`src/rtl/preg_release_queue.sv`:
```
// preg_release_queue
//   Sits on the commit side of the physical-register freelist. Each cycle it
//   accepts up to two committed instructions from the ROB and buffers the old
//   (superseded) physical destination index of every one that needs freeing.
//   It then drains the buffer in commit order onto the freelist's two write
//   ports. The buffer absorbs freelist stalls, so no register is lost.
//
// Ports
//   clock, reset               rising-edge clock, async active-high reset
//   commit{0,1}_valid          commit slot valid (slot 0 is the older one)
//   commit{0,1}_need_free      the slot supersedes a preg that must be freed
//   commit{0,1}_old_preg       index of the superseded preg
//   commit_ready               room for two releases this cycle (registered)
//   free_stall                 the freelist refuses writes this cycle
//   free{0,1}_valid/_preg      freelist write ports; port 0 carries the oldest entry
//   occupancy                  entries currently buffered
//   overflow_err               sticky; a push was attempted while !commit_ready
//
// Configuration
//   PREG_RELEASE_BYPASS_EN     When this macro is defined, an empty or nearly
//                              empty, unstalled buffer forwards pushes straight
//                              to the free ports in the same cycle.
module preg_release_queue #(
  parameter int PREG_IDX_WIDTH = 6,
  parameter int DEPTH          = 8,
  parameter int LOG_DEPTH      = 3
) (
  input  logic                      clock,
  input  logic                      reset,
  input  logic                      commit0_valid,
  input  logic                      commit0_need_free,
  input  logic [PREG_IDX_WIDTH-1:0] commit0_old_preg,
  input  logic                      commit1_valid,
  input  logic                      commit1_need_free,
  input  logic [PREG_IDX_WIDTH-1:0] commit1_old_preg,
  output logic                      commit_ready,
  input  logic                      free_stall,
  output logic                      free0_valid,
  output logic [PREG_IDX_WIDTH-1:0] free0_preg,
  output logic                      free1_valid,
  output logic [PREG_IDX_WIDTH-1:0] free1_preg,
  output logic [LOG_DEPTH:0]        occupancy,
  output logic                      overflow_err
);

  // Two free slots are needed, so the buffer is ready while count <= DEPTH-2.
  localparam logic [LOG_DEPTH:0] READY_MAX = (LOG_DEPTH+1)'(DEPTH - 2);
  localparam logic [LOG_DEPTH:0] CNT_TWO   = (LOG_DEPTH+1)'(2);

  logic [LOG_DEPTH:0]        rd_ptr_q, rd_ptr_d;
  logic [LOG_DEPTH:0]        wr_ptr_q, wr_ptr_d;
  logic                      overflow_q, overflow_d;
  logic [PREG_IDX_WIDTH-1:0] mem_q [DEPTH];

  logic [LOG_DEPTH:0]        count;
  logic [LOG_DEPTH-1:0]      rd_idx0, rd_idx1, wr_idx0, wr_idx1;
  logic                      push0, push1, any_push;
  logic [1:0]                n_push, n_rd, n_wr;
  logic [PREG_IDX_WIDTH-1:0] first_preg, second_preg;
  logic [PREG_IDX_WIDTH-1:0] wr_data0, wr_data1;

  // The wrap bit distinguishes full from empty, so a plain subtraction gives the count.
  assign count        = wr_ptr_q - rd_ptr_q;
  assign occupancy    = count;
  assign commit_ready = (count <= READY_MAX);
  assign overflow_err = overflow_q;

  assign rd_idx0 = rd_ptr_q[LOG_DEPTH-1:0];
  assign rd_idx1 = rd_ptr_q[LOG_DEPTH-1:0] + LOG_DEPTH'(1);
  assign wr_idx0 = wr_ptr_q[LOG_DEPTH-1:0];
  assign wr_idx1 = wr_ptr_q[LOG_DEPTH-1:0] + LOG_DEPTH'(1);

  assign push0    = commit0_valid & commit0_need_free;
  assign push1    = commit1_valid & commit1_need_free;
  assign any_push = push0 | push1;

  // Compact the pushes: when slot 0 has nothing to free, slot 1 becomes the first push.
  assign first_preg  = push0 ? commit0_old_preg : commit1_old_preg;
  assign second_preg = commit1_old_preg;

  // Pushes made while not ready are dropped entirely.
  always_comb begin
    n_push = 2'd0;
    if (commit_ready) begin
      n_push = {1'b0, push0} + {1'b0, push1};
    end
  end

  always_comb begin
    free0_valid = 1'b0;
    free0_preg  = '0;
    free1_valid = 1'b0;
    free1_preg  = '0;
    n_rd        = 2'd0;
    n_wr        = n_push;
    wr_data0    = first_preg;
    wr_data1    = second_preg;

    if (!free_stall) begin
      if (count != '0) begin
        free0_valid = 1'b1;
        free0_preg  = mem_q[rd_idx0];
        n_rd        = 2'd1;
      end
      if (count >= CNT_TWO) begin
        free1_valid = 1'b1;
        free1_preg  = mem_q[rd_idx1];
        n_rd        = 2'd2;
      end
    end

`ifdef PREG_RELEASE_BYPASS_EN
    // Forward only into free port slots that the buffer leaves empty. This keeps
    // every bypassed entry younger than every stored entry it overtakes.
    if (!free_stall && (n_push != 2'd0)) begin
      if (count == '0) begin
        free0_valid = 1'b1;
        free0_preg  = first_preg;
        if (n_push == 2'd2) begin
          free1_valid = 1'b1;
          free1_preg  = second_preg;
        end
        n_wr = 2'd0;
      end else if (count == (LOG_DEPTH+1)'(1)) begin
        // Port 1 takes the oldest push; any second push is stored behind it.
        free1_valid = 1'b1;
        free1_preg  = first_preg;
        n_wr        = n_push - 2'd1;
        wr_data0    = second_preg;
      end
    end
`endif
  end

  assign rd_ptr_d   = rd_ptr_q + (LOG_DEPTH+1)'(n_rd);
  assign wr_ptr_d   = wr_ptr_q + (LOG_DEPTH+1)'(n_wr);
  assign overflow_d = overflow_q | (any_push & ~commit_ready);

  always_ff @(posedge clock or posedge reset) begin
    if (reset) begin
      rd_ptr_q   <= '0;
      wr_ptr_q   <= '0;
      overflow_q <= 1'b0;
    end else begin
      rd_ptr_q   <= rd_ptr_d;
      wr_ptr_q   <= wr_ptr_d;
      overflow_q <= overflow_d;
    end
  end

  // Storage needs no reset; the pointers decide which entries are live.
  always_ff @(posedge clock) begin
    if (n_wr != 2'd0) begin
      mem_q[wr_idx0] <= wr_data0;
    end
    if (n_wr == 2'd2) begin
      mem_q[wr_idx1] <= wr_data1;
    end
  end

endmodule
```
`config.mk`:
```
export PLATFORM = sky130hd
export DESIGN_NAME = preg_release_queue
export DESIGN_NICKNAME = d
export VERILOG_FILES = /design/src/rtl/preg_release_queue.sv
export SDC_FILE = /design/constraint.sdc
export NUM_CORES = 1
export LEC_CHECK = 0
export ABC_AREA = 0
export ABC_CLOCK_PERIOD_IN_PS = 6900
export CAP_MARGIN = 20
export CORE_MARGIN = 10
export CORE_UTILIZATION = 54
export CTS_CLUSTER_SIZE = 12
export DETAILED_ROUTE_END_ITERATION = 10
export DONT_BUFFER_PORTS = 1
export GPL_ROUTABILITY_DRIVEN = 0
export PLACE_DENSITY = 0.68
export SETUP_SLACK_MARGIN = 0.4
export SLEW_MARGIN = 20
export SYNTH_ARGS = -nofsm -noshare
export SYNTH_HDL_FRONTEND = slang
export SYNTH_SLANG_ARGS = --single-unit
```
`constraint.sdc`:
```
create_clock -name clock -period 6.9 [get_ports clock]
set_clock_uncertainty 0.1 [all_clocks]
set_input_delay 1.38 -clock clock [delete_from_list [all_inputs] [get_ports clock]]
set_output_delay 1.38 -clock clock [all_outputs]
set_load 0.005 [all_outputs]
```
* Word-level counts from Yosys, hierarchy flattened
Memories as Yosys holds them, arrays and structs flattened.
Index checks and enable logic that the tools add are counted.
** Cells by class
- Reductions and logical operators :: 2
- Equality and inequality tests :: 1
- Magnitude comparators :: 2
- Muxes and demuxes :: 17
- Bitwise logic cells :: 6
- Add/sub/neg operators :: 6
** Operators with widths (count)
- $mux W6 :: 5
- $mux W1 :: 9
- $add A4 B2 Y4 :: 2
- $add A3 B1 Y3 const B :: 2
- $mux W2 :: 3
- $ge A4 B2 Y1 const B :: 1
- $le A4 B3 Y1 const B :: 1
- $reduce_bool A4 Y1 :: 1
- $sub A4 B4 Y4 :: 1
- $and A1 B1 Y1 :: 3
- $add A1 B1 Y2 :: 1
- $eq A2 B2 Y1 const B :: 1
- $or A1 B1 Y1 :: 2
- $reduce_bool A2 Y1 :: 1
- $not A1 Y1 :: 1
** Word-level totals
- Memory bits (writable) :: 48
- Input port bits :: 19
- Flip-flop bits (word level) :: 9
- Logic and storage cells :: 38
- Memories :: 1
- Output and inout port bits :: 20
** Memory list
- mem_q :: depth 8, bits a word 6, rd ports 2, clocked after memory_dff 0, write ports 2, line 53 : logic [PREG_IDX_WIDTH-1:0] mem_q [DEPTH];

* Logic depth before layout (Yosys ltp)
- Depth in word-level cells :: 6
- Depth in mapped cells :: 14
- Depth with buffers taken out :: 12

* Worst setup path after synthesis
No wires, ideal clock.
- Kind :: register to output
- From :: reg rd_ptr_q[1]
- To :: out free1_valid
- Arrival :: 2592 ps
- Required time :: 5420 ps
- Stages on the path, launching flop included :: 11
- Setup slack :: 2828 ps
- Buffers on the path :: 2
- Cell sequence :: dfrtp_1 > buf_1 > inv_1 > ha_1 > nand3b_1 > nand2_1 > xor2_1 > inv_1 > buf_2 > o21bai_1 > inv_1
** Between the ends
- Longest elaborated chain between the ends :: 4
** RTL lines
- start: declaration :: line 50 : logic [LOG_DEPTH:0] rd_ptr_q, rd_ptr_d;
- start signal: assignment :: line 145 : rd_ptr_q <= rd_ptr_d;
- $sub A4 B4 Y4 :: line 63 : assign count = wr_ptr_q - rd_ptr_q;
- net occupancy[3] :: line 42 : output logic [LOG_DEPTH:0] occupancy,
- $ge A4 B2 Y1 :: line 105 : if (count >= CNT_TWO) begin
- $mux W1 :: line 105
- $mux W1 :: line 99 : if (!free_stall) begin
- end: declaration :: line 40 : output logic free1_valid,
The timed path passes the listed nets, and every way through them passes these cells.

* Final worst setup path
- From :: reg rd_ptr_q[2]
- To :: out free1_valid
Same word-level chain as after synthesis.

==> qor.yml <==
worstHoldEndpoint: "wr_ptr_q[3]"
initial_core_util_pct: 55.57
firstDrtPassIters: 4
finalCritPeriodShare_pct: 71.45
post_synth_mux_area_share_pct: 33.03
area_delta_synth_final_pct: 6.757
die_width_microns: 103.8
cts_sink_cnt: 57
antenna_left: 0
number_of_storage_elements_in_the_synthesis_netlist: 57
slew_limit_fails: 0
fin_nets: 303
num_rows: 30
synth_top_family_by_area: "multiplexers"
die-height_microns: 103.8
initial_drc_count: 96
crit_arrival_ns: 3.45
register_area_sq_um: 1667
detail_route.wl_per_cell_microns: 23.09
final_core_utilization_pct: 59.32
boundaryPins: 39
clock_tree_from_tritoncts: "built"
multi_input_area_sq_um: 2009
run_status: "finished, final reports clean"
coreArea_sq_um: 6832
hold-path-cell-count: 1
pwr_density_cell_nw_per_um2: 444.8
setup.worst_path.start_class: "flip-flop"
vias_in_the_first_global_route: 2431
totalNegativeSetupSlack_ns: 0
criticalPathCategory: "flip-flop to primary output"
cts_hold_buf: 0
detail_route.wirelength_microns: 8567
ys_seq_area_share_pct: 43.90
rr_endpoint: "rd_ptr_q[3]"
global_route.usage.total_pct: 16.38
worst_pin_slew_ns: 0.8525
hold_path.class: "flip-flop to flip-flop"
cts_max_path_buffers: 2
post_synth_xor_area_fraction_pct: 2.505
timing.max_slew.rel_slack_pct: 42.97
layout-drive-gt1-share_pct: 38.91
synth_cell_types: 37
rsz0062_at_grt: "false"
num-fill-cells: 562
hold_viol: 0
antenna_found_initial: 0
placed_insts: 355
post_cts_resize_count: 0
depth_of_the_cts_h_tree: 3
critPathMostFrequentCell: "inv_1"
synth_flop_cell: "edfxtp_1"
asr_flop_ratio_synth_pct: 15.79
post_drt_via_cell_ratio: 6.040
maxCapViolations: 0
worst_setup_path_end_kind: "primary output"
yosys.area_share.adder_pct: 5.208
yosysWarnings: 0
critical_path.max_stage_delay_ns: 0.71
report.final.setup_viol: 0
syn-num-nets: 298
clk_latency_ns: 0.33
power_leakage_nw: 1.509
reg2reg_from: "rd_ptr_q[2]"
post_synth_inst_count: 265
post_synth_instance_area_sq_um: 3796
worst_path_max_delay_cell: "o21bai_1"
yosys.area_share.simple_pct: 8.405
post-cts-setup-buffers: 0
timing.final.crit_period_ns: 4.930
synth-edff-count: 48
synth_compound_area_share_pct: 3.790
r2r_slack_ns: 2.85
detailedPlacementHpwl_microns: 6196
global_route.overflow_total: 0
total_power_mw: 1.802
route.detailed.drc: 0
num_antenna_cells: 0
hp-start: "wr_ptr_q[3]"
global_route_wire_length_before_repair_microns: 13630
cts_inserted_buffers: 9
path_clk_slew_ns: 0.06
critical_path.max_fanout: 12
cp_cell_sequence: "clkinv_1 > ha_1 > a21oi_1 > nand2_1 > xor2_1 > inv_1 > o21bai_1 > inv_1"
vdd.ir_drop.worst_mv: 0.3025
cts_root_buffer: "clkbuf_8"
r2r.worst_path.cells: 12
die-area_sq_um: 10780
syn_avg_cell_area_sq_um: 14.33
required_ns: 5.42
vias_after_detailed_routing: 2241
largest_net_degree_at_the_start_of_global_routing: 28
achievable-frequency_ghz: 0.2028
io_buffer_count: 0
stdcell_count: 371
-- routing by layer --
layer  vias up  routed length, microns  global-route usage (%)
li1       1033                       -                       -
met1      1117                    3402                   19.84
met2        74                    4375                   27.88
met3        17                     622                   3.470
met4         0                     167                   6.262
met5         -                       0                       0
-- worst max-delay path, delay by kind of cell, from the launching register on --
kind	cells	cell delay, ns
adders and majority gates	1	0.45
xor gates and xnor gates	1	0.25
and+or+nand+nor	1	0.09
AOI/OAI and AO/OA	2	0.87
DFF	1	0.54
buffers and inverters	3	0.91
-- final cells by class --
type	count	area share (%)
sequential	57	41.12
tap	96	2.964
timing repair buffer	4	0.7410
inverter	17	1.575
multi-input combinational	181	49.58
clock inverter	6	0.8645
clock buffer	10	3.149
-- layout by cell type, fill, tap and decap left out, types with 2 or more instances in the layout --
master | synthesis | layout
edfxtp_1 | 48 | 48
mux2_2 | 42 | 42
mux4_2 | 24 | 24
nand2_1 | 21 | 21
inv_1 | 16 | 16
mux2_4 | 12 | 12
nor2_1 | 11 | 11
ha_1 | 11 | 11
clkbuf_8 | 0 | 9
dfrtp_1 | 9 | 9
a21oi_1 | 8 | 8
xor2_1 | 6 | 6
mux2i_1 | 6 | 6
or3_1 | 5 | 5
nor4_4 | 4 | 4
clkinv_2 | 0 | 4
buf_4 | 0 | 4
xnor2_1 | 3 | 3
o21bai_1 | 3 | 3
a21o_1 | 3 | 3
fa_1 | 3 | 3
nand3_1 | 2 | 2
nor3_2 | 2 | 2
a41o_1 | 2 | 2
nor3_1 | 2 | 2
a31o_2 | 2 | 2
clkinvlp_4 | 0 | 2
-- flip-flops by register name, indices dropped and copies added, names as in the netlist --
signal and cells:
mem_q 48, rd_ptr_q 4, wr_ptr_q 4, overflow_err 1
-- stage by stage --
| stage | instance area [sq um] | worst slack, ns | hold WS, ns |
|---|---|---|---|
| final | 4053 | 1.970 | 0.3935 |
| after global placement | 3890 | 2.483 | 0.3798 |
| after global routing | 4053 | 1.688 | 0.4178 |
| after CTS | 4053 | 1.962 | 0.4048 |
| after floorplan | 3796 | 2.828 | 0.3607 |
| after detailed placement | 3890 | 2.346 | 0.3860 |
-- worst max-delay path by stage --
stage	start	endpoint	slack, ns	depth (start not counted)
6_report	rd_ptr_q[2]	free1_valid	1.97	8
5_1_grt	rd_ptr_q[2]	free1_valid	1.69	8
4_1_cts	rd_ptr_q[2]	free1_valid	1.96	8
3_5_place_dp	rd_ptr_q[2]	free1_valid	2.35	8
3_3_place_gp	rd_ptr_q[2]	free1_valid	2.48	8
2_1_floorplan	rd_ptr_q[1]	free1_valid	2.83	10
-- power breakdown --
group	switching (mW)	internal, mW
Sequential	0.0576	0.453
Combinational	0.635	0.399
Clock	0.131	0.127
-- synthesized netlist by cell type, drive strengths merged, types with 4 or more instances --
| library cell | number | area [sq um] |
|---|---|---|
| dfrtp | 9 | 225.2 |
| or3 | 5 | 31.28 |
| nor4 | 5 | 91.34 |
| nand2 | 21 | 78.83 |
| a21oi | 8 | 40.04 |
| mux2 | 54 | 653.1 |
| xor2 | 7 | 68.82 |
| nor3 | 5 | 46.30 |
| nor2 | 11 | 41.29 |
| mux4 | 24 | 540.5 |
| inv | 16 | 60.06 |
| edfxtp | 48 | 1441 |
| mux2i | 6 | 60.06 |
| clkbuf | 4 | 15.01 |
| ha | 11 | 137.6 |
| buf | 6 | 41.28 |
-- cell families after synthesis --
logic type               count (synthesis)
XOR/XNOR                                10
adder cells (fa/ha/maj)                 14
buffers and inverters                   27
AND/OR/NAND/NOR                         52
AO/OA/AOI/OAI                           21
flip-flops                              57
multiplexers                            84
No activity file was read; power rests on OpenSTA's default activity.
